**src/rtl/ram_port_arbiter.sv**
```systemverilog
// rtl/ram_port_arbiter.sv - round-robin CPU/DMA arbiter in front of a single-access SDRAM port
// One access in flight at a time; a watchdog aborts accesses whose mem_done never arrives.
module ram_port_arbiter #(
  parameter int TIMEOUT_CYCLES = 64
) (
  input  logic        clk25,
  input  logic        rst,
  input  logic        cpu_req,
  input  logic        cpu_we,
  input  logic [15:0] cpu_addr,
  input  logic [7:0]  cpu_wdata,
  output logic [7:0]  cpu_rdata,
  output logic        cpu_ack,
  input  logic        dma_req,
  input  logic        dma_we,
  input  logic [15:0] dma_addr,
  input  logic [7:0]  dma_wdata,
  output logic [7:0]  dma_rdata,
  output logic        dma_ack,
  output logic        mem_rd_req,
  output logic        mem_wr_req,
  output logic [15:0] mem_addr,
  output logic [7:0]  mem_wdata,
  input  logic [7:0]  mem_rdata,
  input  logic        mem_done,
  output logic        timeout_err
);

  localparam logic [1:0] ST_IDLE = 2'd0;
  localparam logic [1:0] ST_WAIT = 2'd1;
  localparam logic [1:0] ST_DONE = 2'd2;

  localparam logic [7:0] LAST_WAIT = 8'(TIMEOUT_CYCLES - 1);

  logic [1:0] state;
  logic       last_dma;
  logic       grant_dma;
  logic       lat_we;
  logic       timed_out;
  logic [7:0] wait_cnt;
  logic       pick_dma;

  // On a tie the side that did not win last time gets the port.
  always_comb begin
    pick_dma = dma_req && (!cpu_req || !last_dma);
  end

  always_ff @(posedge clk25 or posedge rst) begin
    if (rst) begin
      state     <= ST_IDLE;
      last_dma  <= 1'b1;
      grant_dma <= 1'b0;
      lat_we    <= 1'b0;
      timed_out <= 1'b0;
      wait_cnt  <= 8'd0;
      cpu_rdata <= 8'h00;
      dma_rdata <= 8'h00;
      mem_addr  <= 16'h0000;
      mem_wdata <= 8'h00;
    end else begin
      case (state)
        ST_IDLE: begin
          if (cpu_req || dma_req) begin
            grant_dma <= pick_dma;
            lat_we    <= pick_dma ? dma_we : cpu_we;
            mem_addr  <= pick_dma ? dma_addr : cpu_addr;
            mem_wdata <= pick_dma ? dma_wdata : cpu_wdata;
            wait_cnt  <= 8'd0;
            timed_out <= 1'b0;
            state     <= ST_WAIT;
          end
        end
        ST_WAIT: begin
          // A completion on the final watchdog cycle still wins over the abort.
          if (mem_done) begin
            if (!lat_we) begin
              if (grant_dma) dma_rdata <= mem_rdata;
              else           cpu_rdata <= mem_rdata;
            end
            state <= ST_DONE;
          end else if (wait_cnt == LAST_WAIT) begin
            if (!lat_we) begin
              if (grant_dma) dma_rdata <= 8'hFF;
              else           cpu_rdata <= 8'hFF;
            end
            timed_out <= 1'b1;
            state     <= ST_DONE;
          end else begin
            wait_cnt <= wait_cnt + 8'd1;
          end
        end
        ST_DONE: begin
          last_dma  <= grant_dma;
          timed_out <= 1'b0;
          state     <= ST_IDLE;
        end
        default: state <= ST_IDLE;
      endcase
    end
  end

  // Decoded straight from state so an asynchronous reset drops them at once.
  assign mem_rd_req  = (state == ST_WAIT) && !lat_we;
  assign mem_wr_req  = (state == ST_WAIT) && lat_we;
  assign cpu_ack     = (state == ST_DONE) && !grant_dma;
  assign dma_ack     = (state == ST_DONE) && grant_dma;
  assign timeout_err = (state == ST_DONE) && timed_out;

endmodule

```
**config.mk**
```make
export PLATFORM = sky130hd
export DESIGN_NAME = ram_port_arbiter
export DESIGN_NICKNAME = d
export VERILOG_FILES = /design/src/rtl/ram_port_arbiter.sv
export SDC_FILE = /design/constraint.sdc
export NUM_CORES = 1
export LEC_CHECK = 0
export CORE_MARGIN = 1
export CORE_UTILIZATION = 30
export CTS_BUF_LIST = sky130_fd_sc_hd__clkbuf_8 sky130_fd_sc_hd__clkbuf_16
export CTS_CLUSTER_SIZE = 28
export DETAILED_ROUTE_END_ITERATION = 10
export GPL_TIMING_DRIVEN = 0
export SLEW_MARGIN = 30
export SYNTH_ARGS = -nofsm -noshare
export SYNTH_HDL_FRONTEND = slang
export SYNTH_SLANG_ARGS = --single-unit
```
**constraint.sdc**
```tcl
create_clock -name clk25 -period 2 [get_ports clk25]
set_input_delay 0.3 -clock clk25 [delete_from_list [all_inputs] [get_ports clk25]]
set_output_delay 0.3 -clock clk25 [all_outputs]
set_load 0.1 [all_outputs]
```
==> results.sh, run 1 <==
export IMPL_status="completed"
export IMPL_synthDistinctLibCells=37
export IMPL_chipWidth_um=93.7
export IMPL_tritoncts="yes"
export IMPL_clkTransAtPathRegs_ps=100
export IMPL_htree_levels=2
export IMPL_synthSimpleGateAreaFrac=0.148
export IMPL_grt_pass1_wl_um=9790
export IMPL_syn_num_nets=289
export IMPL_cts_repair_resized=66
export IMPL_synth_cells=225
export IMPL_ios=108
export IMPL_ctsHoldBuffers=0
export IMPL_postSynthAreaPerCell_um2=11.2
export IMPL_clock_sinks=54
export IMPL_grtUsageTotal=0.145
export IMPL_synth_top_family_by_area="multiplexers"
export IMPL_crit_type="reg -> out"
export IMPL_cp_start_kind="flop"
export IMPL_area_growth_pct=50.9
export IMPL_cts_root_buf="clkbuf_8"
export IMPL_grt_max_degree=37
export IMPL_tightest_slew_ps=988
export IMPL_drcViolationCount=0
export IMPL_ff2ff_path_depth=5
export IMPL_netlist_area_leader_share=0.526
export IMPL_crit_arrival_ps=1590
export IMPL_grt_pass1_vias=2060
export IMPL_rsz0062_at_grt="no"
export IMPL_synth_most_common_cell="dfrtp_1"
export IMPL_worstPathRequired_ps=1700
export IMPL_clkLatencyLatePin_ps=310
export IMPL_dp_hpwl_um=4410
export IMPL_fp_dieH_um=93.7
export IMPL_hold_viol_final=0
export IMPL_synth_area_mm2=0.00252
export IMPL_end_kind="output port"
export IMPL_rows=33
export IMPL_synth_adder_area_share=0.00496
export IMPL_ff_latch_area_mm2=0.00135
export IMPL_synth_area_top_cells="dfrtp_1 53%, mux2i_1 9.9%, mux2_2 7.1%"
export IMPL_wirelength_um=5870
export IMPL_cp_max_fo=6
export IMPL_worst_slack_ps=113
export IMPL_gp_congestion=0.718
export IMPL_drtAntennaViolNets=0
export IMPL_synth_flop_cell="dfrtp_1"
export IMPL_vias=2036
export IMPL_drt_initial_drc_count=57
export IMPL_post_drt_via_cell_ratio=4.57
export IMPL_synth_xor_area_frac=0.00347
export IMPL_grt_ovfl_total=0
export IMPL_ys_seq_elements=54
export IMPL_post_cts_setup_buffers=0
export IMPL_core_mm2=0.00818
export IMPL_ys_warn_count=0
export IMPL_antenna_found_initial=0
export IMPL_worst_slew_margin_rel=0.344
export IMPL_synth_edf_count=0
export IMPL_pre_cts_ws_ps=-461
export IMPL_fmax_mhz=530
export IMPL_synth_largest_area_cell="dfrtp_1"
export IMPL_post_route_period_util=0.944
export IMPL_slew_violations=0
export IMPL_fillerInstances=802
export IMPL_max_cap_viol_count=0
export IMPL_finClkSkew_ps=5.87
export IMPL_initial_utilization=0.308
export IMPL_clockBufferDepth=2
export IMPL_cts_buffers=5
export IMPL_fin_nets=404
export IMPL_wire_per_inst_um=13.2
export IMPL_setup_viol=0
export IMPL_dieArea_mm2=0.00877
export IMPL_muxShareOfSynthArea=0.175
export IMPL_multiInputGateArea_mm2=0.00110
export IMPL_synthArstFlopShare=1.00
export IMPL_min_path_type="in -> async"
export IMPL_netlist_top_cells_count="53 x dfrtp_1, 31 x o21ai_0, 29 x nand2_1, 25 x mux2i_1, 16 x mux2_2"
export IMPL_synth_yosys_seq_area_share=0.536
export IMPL_port_buffer_count=107
export IMPL_period_needed_ps=1890
export IMPL_drtPass1Iterations=4
export IMPL_num_antenna_cells=0
export IMPL_synth_compound_area_frac=0.105
export IMPL_drive_gt1_frac=0.141
-- state kept, by name (all words and copies together), names as in the netlist --
| register | flops |
|---|---|
| timed_out | 1 |
| mem_addr | 16 |
| wait_cnt | 8 |
| grant_dma | 1 |
| mem_wdata | 8 |
| dma_rdata | 8 |
| last_dma | 1 |
| lat_we | 1 |
| state | 2 |
| cpu_rdata | 8 |
-- worst max-delay path: stages, from the launching register on --
cell	delay, ps
dfrtp_1	440
and2b_1	330
and2b_2	260
buf_6	240
-- through the flow --
stage | instances | util | instance area, um2 | hold WS, ps | setup TNS (ps)
3_5_place_dp | 438 | 0.459 | 3750 | 470 | -4690
6_report | 446 | 0.465 | 3800 | 260 | 0
3_3_place_gp | 437 | 0.456 | 3730 | 462 | -39740
4_1_cts | 446 | 0.464 | 3790 | 266 | 0
5_1_grt | 446 | 0.465 | 3800 | 264 | 0
2_1_floorplan | 225 | - | 2520 | 384 | 0
-- logic make-up after synthesis --
family | Yosys count
xor+xnor | 1
fa+ha+maj | 1
compound gates | 44
buf+inv | 16
simple gates | 67
flops | 54
mux | 42
-- routing by layer --
layer | GRT usage | vias to the layer above | wire (um)
met5 | 0 | - | 0
met2 | 0.229 | 61 | 2710
met3 | 0.0502 | 6 | 441
met1 | 0.186 | 950 | 2640
li1 | - | 1019 | -
met4 | 0.0462 | 0 | 76
-- cell usage in the layout (no fill, tap or decap), types with 4 or more instances in the layout --
master	netlist	layout
mux2_2	16	16
clkbuf_8	0	5
inv_1	6	5
dlygate4sd2_1	0	40
dfrtp_1	53	53
and2_1	4	4
o21ai_0	31	31
mux2i_1	25	25
buf_2	4	4
clkdlybuf4s50_1	0	62
nand3_1	8	8
nand2_1	29	29
clkbuf_4	0	4
nand2b_1	10	10
-- worst paths after layout --
| kind | startpoint | to | slack, ps |
|---|---|---|---|
| setup / recovery | state[1] | mem_rd_req | 110 |
| hold / removal | rst | cpu_rdata[3] | 260 |
| setup reg to reg | wait_cnt[0] | dma_rdata[6] | 230 |
| hold reg to reg | mem_addr[2] | mem_addr[2] | 480 |
| max in group asynchronous | rst | last_dma | 1210 |
| min in group clk25 | mem_addr[2] | mem_addr[2] | 480 |
-- layout make-up --
type                       instances  area share
tap                              105      0.0345
buffer                            10      0.0125
inverter                           6     0.00658
clock inverter                     3      0.0115
timing repair buffer             108       0.271
multi-input combinational        155       0.290
sequential                        54       0.355
clock buffer                       5      0.0181
Power of run 1 is not shown: default switching activity piles up to over one toggle a cycle in this logic, so the estimate is an artifact.
==> run 2: changes to the inputs <==
Settings changed: ABC_AREA from default to 1, CTS_CLUSTER_DIAMETER from default to 40.
==> run 2 against run 1 <==
  * Sequential share of layout area is 2.6 points lower
  * Cell count is 22% higher
  * Critical path depth is 1 higher
  * Worst setup slack worse by 43 ps
  * Highest routed layer unchanged
==> results.sh, run 2 <==
export IMPL_status="completed"
export IMPL_cp_max_fo=7
export IMPL_wirelength_um=7180
export IMPL_clockBufferDepth=2
export IMPL_synth_cells=317
export IMPL_wire_per_inst_um=13.2
export IMPL_cp_start_kind="flop"
export IMPL_initial_utilization=0.308
export IMPL_synth_flop_cell="dfrtp_1"
export IMPL_clock_sinks=54
export IMPL_ys_seq_elements=54
export IMPL_worst_slack_ps=69.8
export IMPL_r2r_end="wait_cnt[7]"
export IMPL_htree_levels=2
export IMPL_worstPathRequired_ps=1700
export IMPL_ys_warn_count=0
export IMPL_drtAntennaViolNets=0
export IMPL_post_drt_via_cell_ratio=4.56
export IMPL_antenna_found_initial=0
export IMPL_grt_ovfl_total=0
export IMPL_drtPass1Iterations=4
export IMPL_drcViolationCount=0
export IMPL_grtUsageTotal=0.156
export IMPL_reg2reg_setup_slack_ps=530
export IMPL_end_kind="output port"
export IMPL_tritoncts="yes"
export IMPL_synth_yosys_seq_area_share=0.480
export IMPL_final_cell_mix="93 x nand2_1, 62 x clkdlybuf4s50_1, 53 x dfrtp_1, 40 x dlygate4sd2_1, 38 x o21ai_2"
export IMPL_postSynthAreaPerCell_um2=8.90
export IMPL_tightest_slew_ps=986
export IMPL_top_register="mem_addr"
export IMPL_cts_buffers=5
export IMPL_netlist_area_leader_share=0.470
export IMPL_grt_max_degree=49
export IMPL_synth_most_common_cell="nand2_1"
export IMPL_pre_cts_ws_ps=-353
export IMPL_finalNonFillerCells=544
export IMPL_crit_type="reg -> out"
export IMPL_fp_dieH_um=99.0
export IMPL_min_path_type="in -> async"
export IMPL_cts_root_buf="clkbuf_8"
export IMPL_drt_initial_drc_count=51
export IMPL_num_antenna_cells=0
export IMPL_ios=108
export IMPL_reg2reg_from="wait_cnt[0]"
export IMPL_fillerInstances=930
export IMPL_tns_ps=0
export IMPL_synth_area_top_cells="dfrtp_1 47%, nand2_1 12%, o21ai_2 12%"
export IMPL_synthArstFlopShare=1.00
export IMPL_synth_area_mm2=0.00282
export IMPL_dp_hpwl_um=5420
export IMPL_hold_viol_final=0
export IMPL_fin_nets=496
export IMPL_netlist_top_cells_count="93 x nand2_1, 53 x dfrtp_1, 38 x o21ai_2, 36 x nor2_1, 17 x nand4_1"
export IMPL_synthDistinctLibCells=31
export IMPL_gp_congestion=0.731
export IMPL_clkLatencyLatePin_ps=310
export IMPL_crit_arrival_ps=1630
export IMPL_worst_slew_margin_rel=0.345
export IMPL_vias=2480
export IMPL_dp_cells=536
export IMPL_final_common_cell="nand2_1"
export IMPL_core_mm2=0.00915
export IMPL_area_growth_pct=45.7
export IMPL_post_route_period_util=0.965
export IMPL_synth_edf_count=0
export IMPL_syn_num_nets=381
export IMPL_grt_pass1_wl_um=12100
export IMPL_slew_violations=0
export IMPL_finClkSkew_ps=5.17
export IMPL_max_cap_viol_count=0
export IMPL_rsz0062_at_grt="no"
export IMPL_largest_register_ff_count=16
export IMPL_port_buffer_count=107
export IMPL_chipWidth_um=99.0
export IMPL_synth_largest_area_cell="dfrtp_1"
export IMPL_ff2ff_path_depth=8
export IMPL_fmax_mhz=518
export IMPL_clkTransAtPathRegs_ps=100
export IMPL_grt_pass1_vias=2564
export IMPL_period_needed_ps=1930
export IMPL_setup_viol=0
export IMPL_rows=35
export IMPL_dieArea_mm2=0.00979
export IMPL_drive_gt1_frac=0.224
run 2: layer usage:
layer	track usage	up-vias	part of all wire	routed length [um]
li1	-	1268	-	-
met3	0.0461	6	0.075	539
met1	0.184	1135	0.41	2970
met5	0	-	0	0
met2	0.277	71	0.50	3590
met4	0.0356	0	0.011	76
run 2: worst max-delay path by stage:
stage / from / endpoint / depth (start not counted)
finish: state[1] / mem_rd_req / 4
global route: state[1] / mem_rd_req / 4
global placement: rst / mem_wdata[2] / 2
CTS: state[0] / dma_ack / 3
detailed placement: state[0] / timeout_err / 3
floorplan: state[0] / cpu_ack / 2
run 2: final cells by class:
| class | instances | area [um2] | share of cell area |
|---|---|---|---|
| inverters | 17 | 68.8 | 0.0168 |
| flip-flops and latches | 54 | 1350 | 0.329 |
| clock buffers | 7 | 96.3 | 0.0235 |
| plain buffers | 11 | 93.8 | 0.0228 |
| clock inverters | 1 | 8.76 | 0.00213 |
| repair buffers | 108 | 1040 | 0.252 |
| well taps | 111 | 139 | 0.0338 |
| multi-input cells | 235 | 1310 | 0.320 |
run 2: what timing repair did:
item / CTS / global route
endpoints found under the setup margin: 45 / 4
hold buffers: 0 / 0
resized for setup: 63 / 4
gates cloned: 0 / 0
buffers inserted: 0 / 0
run 2: cells by family after synthesis:
kind of cell | Yosys count | share of synthesized area
compound gates | 59 | 0.163
xor+xnor | 3 | 0.00932
fa+ha+maj | 1 | 0.00444
buf+inv | 28 | 0.0568
flops | 54 | 0.480
simple gates | 172 | 0.287
run 2: critical path: stages, from the launching register on:
cell and delay, ps:
dfrtp_1 410, inv_1 130, nand2_4 120, nor2_2 110, clkdlybuf4s18_2 540
run 2: per-stage QoR:
step | hold WS, ps | area (um2) | util
floorplan | 459 | 2830 | -
global placement | 455 | 4040 | 0.441
detailed placement | 459 | 4070 | 0.444
CTS | 209 | 4100 | 0.448
global route | 202 | 4110 | 0.449
finish | 213 | 4110 | 0.449
Power of run 2 is left out for the same reason.
